File: config.mk
export PLATFORM = sky130hd
export DESIGN_NAME = seq_mult
export DESIGN_NICKNAME = d
export VERILOG_FILES = /design/src/rtl/seq_mult.sv
export SDC_FILE = /design/constraint.sdc
export NUM_CORES = 1
export LEC_CHECK = 0
export ABC_AREA = 1
export BUFFER_PORTS_ARGS = -buffer_cell sky130_fd_sc_hd__buf_2
export CAP_MARGIN = 20
export CORE_MARGIN = 4
export CORE_UTILIZATION = 35
export DETAILED_ROUTE_END_ITERATION = 6
export GPL_TIMING_DRIVEN = 0
export PLACE_DENSITY_LB_ADDON = 0.15
export SETUP_SLACK_MARGIN = 0.05
export SLEW_MARGIN = 20
export SYNTH_ARGS = -nofsm -noshare
export SYNTH_HDL_FRONTEND = slang
export SYNTH_SLANG_ARGS = --single-unit
File: constraint.sdc
create_clock -name clk -period 4.2 [get_ports clk]
set_clock_uncertainty 0.1 [all_clocks]
set_input_delay 0.63 -clock clk [delete_from_list [all_inputs] [get_ports clk]]
set_output_delay 0.63 -clock clk [all_outputs]
set_load 0.05 [all_outputs]
File: src/rtl/seq_mult.sv
// Sequential shift-add multiplier with start/busy/done handshake; one WIDTH+1-bit adder.
// Define SEQ_MULT_SIGNED_EN to treat a, b and p as two's complement.
module seq_mult #(
  parameter int WIDTH = 4
) (
  input  logic               clk,
  input  logic               reset,
  input  logic               start,
  input  logic [WIDTH-1:0]   a,
  input  logic [WIDTH-1:0]   b,
  output logic [2*WIDTH-1:0] p,
  output logic               busy,
  output logic               done
);

  localparam int unsigned CW = $clog2(WIDTH + 1);
  localparam int unsigned PW = 2 * WIDTH;

  typedef enum logic {StIdle, StRun} state_e;

  state_e            state_q, state_d;
  logic [WIDTH-1:0]  mcand_q, mcand_d;
  logic [WIDTH-1:0]  mplr_q, mplr_d;
  logic [PW-1:0]     acc_q, acc_d;
  logic [CW-1:0]     cnt_q, cnt_d;
  logic [PW-1:0]     p_q, p_d;
  logic              done_q, done_d;

  logic [WIDTH:0]    sum;
  logic [WIDTH:0]    add_hi;
  logic [PW:0]       acc_wide;
  logic [PW-1:0]     acc_shift;
  logic [PW-1:0]     result;
  logic [WIDTH-1:0]  a_in;
  logic [WIDTH-1:0]  b_in;
  logic              last;

`ifdef SEQ_MULT_SIGNED_EN
  logic sign_q, sign_d;

  // Magnitudes fit unsigned in WIDTH bits, including the most negative value.
  always_comb begin
    a_in   = a[WIDTH-1] ? -a : a;
    b_in   = b[WIDTH-1] ? -b : b;
    result = sign_q ? -acc_shift : acc_shift;
  end
`else
  always_comb begin
    a_in   = a;
    b_in   = b;
    result = acc_shift;
  end
`endif

  // Carry from the add lands in the top bit before the right shift, so it is never lost.
  always_comb begin
    sum       = {1'b0, acc_q[PW-1:WIDTH]} + {1'b0, mcand_q};
    add_hi    = mplr_q[0] ? sum : {1'b0, acc_q[PW-1:WIDTH]};
    acc_wide  = {add_hi, acc_q[WIDTH-1:0]};
    acc_shift = PW'(acc_wide >> 1);
    last      = (cnt_q == CW'(WIDTH - 1));
  end

  always_comb begin
    state_d = state_q;
    mcand_d = mcand_q;
    mplr_d  = mplr_q;
    acc_d   = acc_q;
    cnt_d   = cnt_q;
    p_d     = p_q;
    done_d  = 1'b0;
`ifdef SEQ_MULT_SIGNED_EN
    sign_d  = sign_q;
`endif
    unique case (state_q)
      StIdle: begin
        if (start) begin
          mcand_d = a_in;
          mplr_d  = b_in;
          acc_d   = '0;
          cnt_d   = '0;
`ifdef SEQ_MULT_SIGNED_EN
          sign_d  = a[WIDTH-1] ^ b[WIDTH-1];
`endif
          state_d = StRun;
        end
      end
      StRun: begin
        acc_d  = acc_shift;
        mplr_d = mplr_q >> 1;
        cnt_d  = cnt_q + CW'(1);
        if (last) begin
          p_d     = result;
          done_d  = 1'b1;
          state_d = StIdle;
        end
      end
    endcase
  end

  always_ff @(posedge clk or posedge reset) begin
    if (reset) begin
      state_q <= StIdle;
      mcand_q <= '0;
      mplr_q  <= '0;
      acc_q   <= '0;
      cnt_q   <= '0;
      p_q     <= '0;
      done_q  <= 1'b0;
`ifdef SEQ_MULT_SIGNED_EN
      sign_q  <= 1'b0;
`endif
    end else begin
      state_q <= state_d;
      mcand_q <= mcand_d;
      mplr_q  <= mplr_d;
      acc_q   <= acc_d;
      cnt_q   <= cnt_d;
      p_q     <= p_d;
      done_q  <= done_d;
`ifdef SEQ_MULT_SIGNED_EN
      sign_q  <= sign_d;
`endif
    end
  end

  assign p    = p_q;
  assign busy = (state_q == StRun);
  assign done = done_q;

endmodule

==> flow_summary_export.csv, run 1 <==
group,metric,value,unit
status,status,"completed",
sta,max_freq,556,MHz
die,start_util,37.0,%
global_route,grt-ovfl-total,0,
clocking,clock-sinks,28,
clocking,ctsHoldBuffers,0,
routing,post-route-drc-count,0,
sta,drv_slew,0,
sta,finalSetupTns,0,ns
final_layout,design_area,0.00145,mm²
logic_synthesis,async_flop_share,100,%
routing,drtPass1Iterations,4,
sta,rsz0062_at_grt,"no",
final_layout,nets,178,
sta,min_period_over_period,42.8,%
sta,min_period,1.80,ns
die,die_area,0.00464,mm²
final_layout,fin_cells,204,
routing,ant_nets,0,
sta,setup_viol,0,
die,die_y,68.1,µm
clocking,clockBufferDepth,2,
critical_path,start_kind,"flip-flop",
die,die_w,68.1,µm
routing,drtIter0Drc,52,
logic_synthesis,syn_area,0.00126,mm²
place,gp_congestion,0.806,
logic_synthesis,syn_avg_cell_area,9.37,µm²
routing,finalWirelength,2.43,mm
logic_synthesis,ys_ff_latch,28,
sta,worstMarginPinSlew,0.582,ns
clocking,worst_skew_pair.late_latency,0.32,ns
clocking,clk_pin_slew,0.14,ns
clocking,cts-root-buf,"clkbuf_4",
clocking,cts_buffers,3,
final_layout,syn_to_final_growth,14.2,%
global_route,grt_usage,12.1,%
global_route,antenna_found_initial,0,
clocking,cts_tree,"yes",
pwr,peakVddDrop,191,µV
sta,hold_violations,0,
final_layout,drive_gt1_share,20.9,%
routing,routedWlPerCell,11.9,µm
global_route,grt_pass1_vias,951,
pwr,power_density,755,mW/mm²
die,ios,21,
logic_synthesis,synthFlopType,"dfrtp_1",
job,maxCapViolCount,0,
critical_path,crit_type,"reg -> reg",
place,dp_hpwl,1.84,mm
sta,setup_slack,2.40,ns
die,coreArea,0.00342,mm²
global_route,grt_max_degree,29,
routing,via_count,943,
clocking,cts_setup_buffers,0,
die,row_count,21,
place,dpl.cell_count,201,
critical_path,end_kind,"flip-flop",
clocking,cts_resized,0,
final_layout,diodes,0,
place,post-place-ws,2.43,ns
place,io_buffers,20,
critical_path,worst-path-max-fanout,3,
logic_synthesis,ys_seq_area_share,55.4,%
worst_hold_path,hp-class,"in -> async",
routing,viasPerCell,4.62,
critical_path,arrival,1.92,ns
logic_synthesis,syn_nets,153,
place,placed_area,0.00142,mm²
logic_synthesis,syn_inst,135,
logic_synthesis,synth_edf_count,0,
clocking,h-tree-depth,1,
critical_path,cp.required,4.32,ns
sta,max_slew_margin,61.1,%
logic_synthesis,ys_warn_count,0,
global_route,grt_first_pass_wirelength,4.28,mm
pwr,leakage,0.768,nW
logic_synthesis,ys_types,20,
## Yosys cell counts (2+ instances only)
library cell,number,share of area (%)
a21oi_1,2,0.79
a22o_1,2,1.4
buf_6,3,2.7
dfrtp_1,28,55
ha_1,6,5.9
inv_1,12,3.6
nand2_1,43,13
nand2_2,2,0.99
nand3_1,9,3.6
nor2_1,3,0.89
o21ai_0,6,2.4
o21ai_1,8,3.2
o22ai_1,4,2.0
## where the power goes
group          switching (mW)  internal [mW]
sequential             0.0565          0.376
combinational           0.375          0.176
clock                  0.0740         0.0336
total                   0.505          0.586
## worst paths after layout
check,startpoint,endpoint,slack [ns],cells past startpoint
worst max-delay path,mcand_q[0]$_DFFE_PP0P_,acc_q[7]$_DFFE_PP0P_,2.40,6
worst min-delay path,reset,cnt_q[1]$_DFFE_PP0P_,0.25,2
worst max register to register,mcand_q[0]$_DFFE_PP0P_,acc_q[7]$_DFFE_PP0P_,2.40,6
worst min register to register,p[3]$_DFFE_PP0P_,p[3]$_DFFE_PP0P_,0.39,2
max in group asynchronous,reset,p[3]$_DFFE_PP0P_,3.37,2
min in group clk,p[3]$_DFFE_PP0P_,p[3]$_DFFE_PP0P_,0.39,2
## layer usage
metal | up-vias | routed length (µm) | GRT usage [%]
li1 | 482 | - | -
met1 | 428 | 1280 | 16.7
met2 | 31 | 993 | 18.5
met3 | 2 | 138 | 2.30
met4 | 0 | 16 | 4.96
met5 | - | 0 | 0
## state kept, by name, summed over array words and instances (netlist names)
register and count:
p 8, acc_q 7, mcand_q 4, mplr_q 4, cnt_q 3, busy 1
done 1
## final cells by class
class	instances	area, µm²
Timing Repair Buffer	20	100
Multi-Input combinational cell	89	470
Tap cell	46	57.6
Buffer	4	38.8
Fill cell	365	1970
Clock buffer	3	22.5
Inverter	14	55.1
Sequential cell	28	701
## logic make-up (layout without fill, tap and decap cells)
logic type | after synthesis | after routing | synth area share (%)
fa+ha+maj | 7 | 7 | 7.52
simple gates | 59 | 59 | 19.2
buf+inv | 18 | 41 | 7.42
flops | 28 | 28 | 55.4
mux | 1 | 1 | 0.791
compound gates | 22 | 22 | 9.69
## stage by stage
step,utilization (%),hold slack [ns],power [mW]
after floorplan,-,0.355,0.864
after global placement,41.6,0.358,0.978
after detailed placement,41.6,0.363,0.993
after CTS,42.3,0.384,1.10
after global routing,42.3,0.289,1.18
final,42.3,0.246,1.09
## critical path: stages, from the launching register on
cell	delay (ns)
dfrtp_1	0.41
ha_1	0.26
fa_1	0.40
nand2_1	0.10
a21oi_1	0.06
o21ai_0	0.27
o21ai_1	0.10
## layout by cell type, fill, tap and decap left out, drive strengths merged
cell type	instances
o22ai	4
dfrtp	28
ha	6
mux2i	1
nand2	45
a22o	2
o21ai	14
a21oi	2
buf	24
clkbuf	3
or2	1
nand3	9
fa	1
inv	14
nor2	4
Note: power is estimated with default switching activity, not from simulation.
==> inputs of run 2 (changes only) <==
==> constraint.sdc (replaced) <==
create_clock -name clk -period 1.6 [get_ports clk]
set_clock_uncertainty 0.1 [all_clocks]
set_input_delay 0.24 -clock clk [delete_from_list [all_inputs] [get_ports clk]]
set_output_delay 0.24 -clock clk [all_outputs]
set_load 0.05 [all_outputs]
==> run 2 against run 1 <==
Die area unchanged. Core utilization rose by 2.5 points. Critical path depth rose by 1. Highest routed layer unchanged.
==> flow_summary_export.csv, run 2 (synthesis results as in run 1) <==
group,metric,value,unit
routing,viasPerCell,4.63,
critical_path,critPathLaunch,"mcand_q[0]$_DFFE_PP0P_",
global_route,antenna_found_initial,0,
worst_hold_path,min_path_cells,3,
pwr,power_density,1950,mW/mm²
clocking,clock-sinks,28,
routing,post-route-drc-count,0,
sta,setup_slack,0.00703,ns
die,die_area,0.00464,mm²
routing,routedWlPerCell,12.2,µm
final_layout,mostFrequentLayoutCells,"nand2_1, dfrtp_1, buf_2, inv_1",
sta,min_period_over_period,99.6,%
clocking,clk_pin_slew,0.14,ns
pwr,peakVddDrop,494,µV
sta,rsz0062_at_grt,"yes",
place,post-place-ws,-0.0592,ns
critical_path,crit_type,"reg -> reg",
sta,worstMarginPinSlew,0.583,ns
global_route,grt_first_pass_wirelength,4.53,mm
clocking,cts_tree,"yes",
routing,via_count,972,
pwr,p_int,1.61,mW
die,start_util,37.0,%
critical_path,arrival,1.75,ns
routing,drtPass1Iterations,4,
final_layout,nets,184,
pwr,leakage,0.790,nW
pwr,total_power,2.99,mW
sta,drv_slew,0,
routing,wl_met2,1.25,mm
global_route,grt_max_degree,29,
routing,ant_nets,0,
worst_hold_path,hp-class,"in -> reg",
final_layout,utilization,44.8,%
die,coreArea,0.00342,mm²
clocking,h-tree-depth,1,
final_layout,fillers,361,
pwr,switching_share,46.3,%
routing,wl_met3,111,µm
critical_path,critPathCapture,"p[5]$_DFFE_PP0P_",
clocking,clockBufferDepth,2,
pwr,power_frac_comb,52.3,%
sta,setup_viol,0,
critical_path,end_kind,"flip-flop",
pwr,seq_power_share,38.3,%
critical_path,worst-path-max-fanout,2,
job,maxCapViolCount,0,
final_layout,mostFrequentLayoutCell,"nand2_1",
die,die_y,68.1,µm
die,die_w,68.1,µm
sta,max_freq,628,MHz
global_route,grt-ovfl-total,0,
clocking,cts_buffers,3,
final_layout,diodes,0,
final_layout,syn_to_final_growth,21.1,%
critical_path,r2r_end,"p[5]$_DFFE_PP0P_",
global_route,grt_usage,12.6,%
routing,wirelength_met1,1.19,mm
sta,holdWs,0.0230,ns
routing,finalWirelength,2.57,mm
critical_path,timing.rr.start,"mcand_q[0]$_DFFE_PP0P_",
critical_path,start_kind,"flip-flop",
die,ios,21,
pwr,p_clk_share,9.3,%
critical_path,cp.required,1.76,ns
place,gp_congestion,0.817,
place,dp_hpwl,1.86,mm
die,row_count,21,
place,io_buffers,20,
global_route,grt_pass1_vias,1043,
clocking,cts-root-buf,"clkbuf_4",
sta,hold_violations,0,
critical_path,reg2reg_depth,7,
sta,max_slew_margin,61.1,%
routing,drtIter0Drc,31,
place,placed_area,0.00143,mm²
sta,min_period,1.59,ns
clocking,worst_skew_pair.late_latency,0.31,ns
final_layout,design_area,0.00153,mm²
pwr,p_switching,1.39,mW
routing,top_signal_layer_used,"met4",
final_layout,largest_reg_flops,8,
final_layout,drive_gt1_share,28.0,%
critical_path,r2r_slack,0.007,ns
status,status,"completed",
## run 2: worst max-delay path, stage by stage (launching register included)
cell and delay (ns):
dfrtp_1 0.42, ha_2 0.20, fa_2 0.37, nand2_2 0.10, inv_2 0.04, o21ai_2 0.11, o21ai_2 0.08, o21ai_1 0.12
## run 2: layer usage
| metal | vias up | track usage (%) |
|---|---|---|
| li1 | 495 | - |
| met1 | 455 | 16.6 |
| met2 | 20 | 21.8 |
| met3 | 2 | 1.97 |
| met4 | 0 | 2.98 |
| met5 | - | 0 |
## run 2: layout make-up
type	count	area (µm²)	share of cell area [%]
flip-flops and latches	28	701	45.8
multi-input cells	89	502	32.8
repair buffers	26	155	10.1
well taps	46	57.6	3.76
inverters	14	55.1	3.59
plain buffers	4	38.8	2.53
clock buffers	3	22.5	1.47
## run 2: what timing repair did
item / CTS / global route
hold buffers: 2 / 2
buffers inserted: 1 / 1
hold endpoints to repair: 2 / 29
pin swaps: 4 / 3
setup endpoints to repair: 6 / 8
gates resized for setup: 6 / 7
cloned: 0 / 0
## run 2: worst min-delay path by stage
stage                     start                      to  slack, ns
after floorplan           reset    acc_q[1]$_DFFE_PP0P_       0.21
after global placement     a[3]  mcand_q[3]$_DFFE_PP0P_       0.33
after detailed placement   a[3]  mcand_q[3]$_DFFE_PP0P_       0.34
after CTS                  a[1]  mcand_q[1]$_DFFE_PP0P_    0.00008
after global routing       b[2]   mplr_q[2]$_DFFE_PP0P_      0.009
final                      a[0]  mcand_q[0]$_DFFE_PP0P_       0.02
## run 2: per-stage QoR
stage / std cells / TNS (ns)
4_1_cts: 207 / 0
2_1_floorplan: 135 / 0
6_report: 210 / 0
3_3_place_gp: 201 / -0.00691
5_1_grt: 210 / -0.206
3_5_place_dp: 201 / -0.114
## run 2: power groups by stage
stage	combinational, mW	clock, mW	sequential [mW]
final	1.57	0.279	1.15
after global routing	1.74	0.326	1.18
after CTS	1.51	0.297	1.15
after detailed placement	1.46	0	1.16
after global placement	1.42	0	1.15
after floorplan	0.766	0	1.51
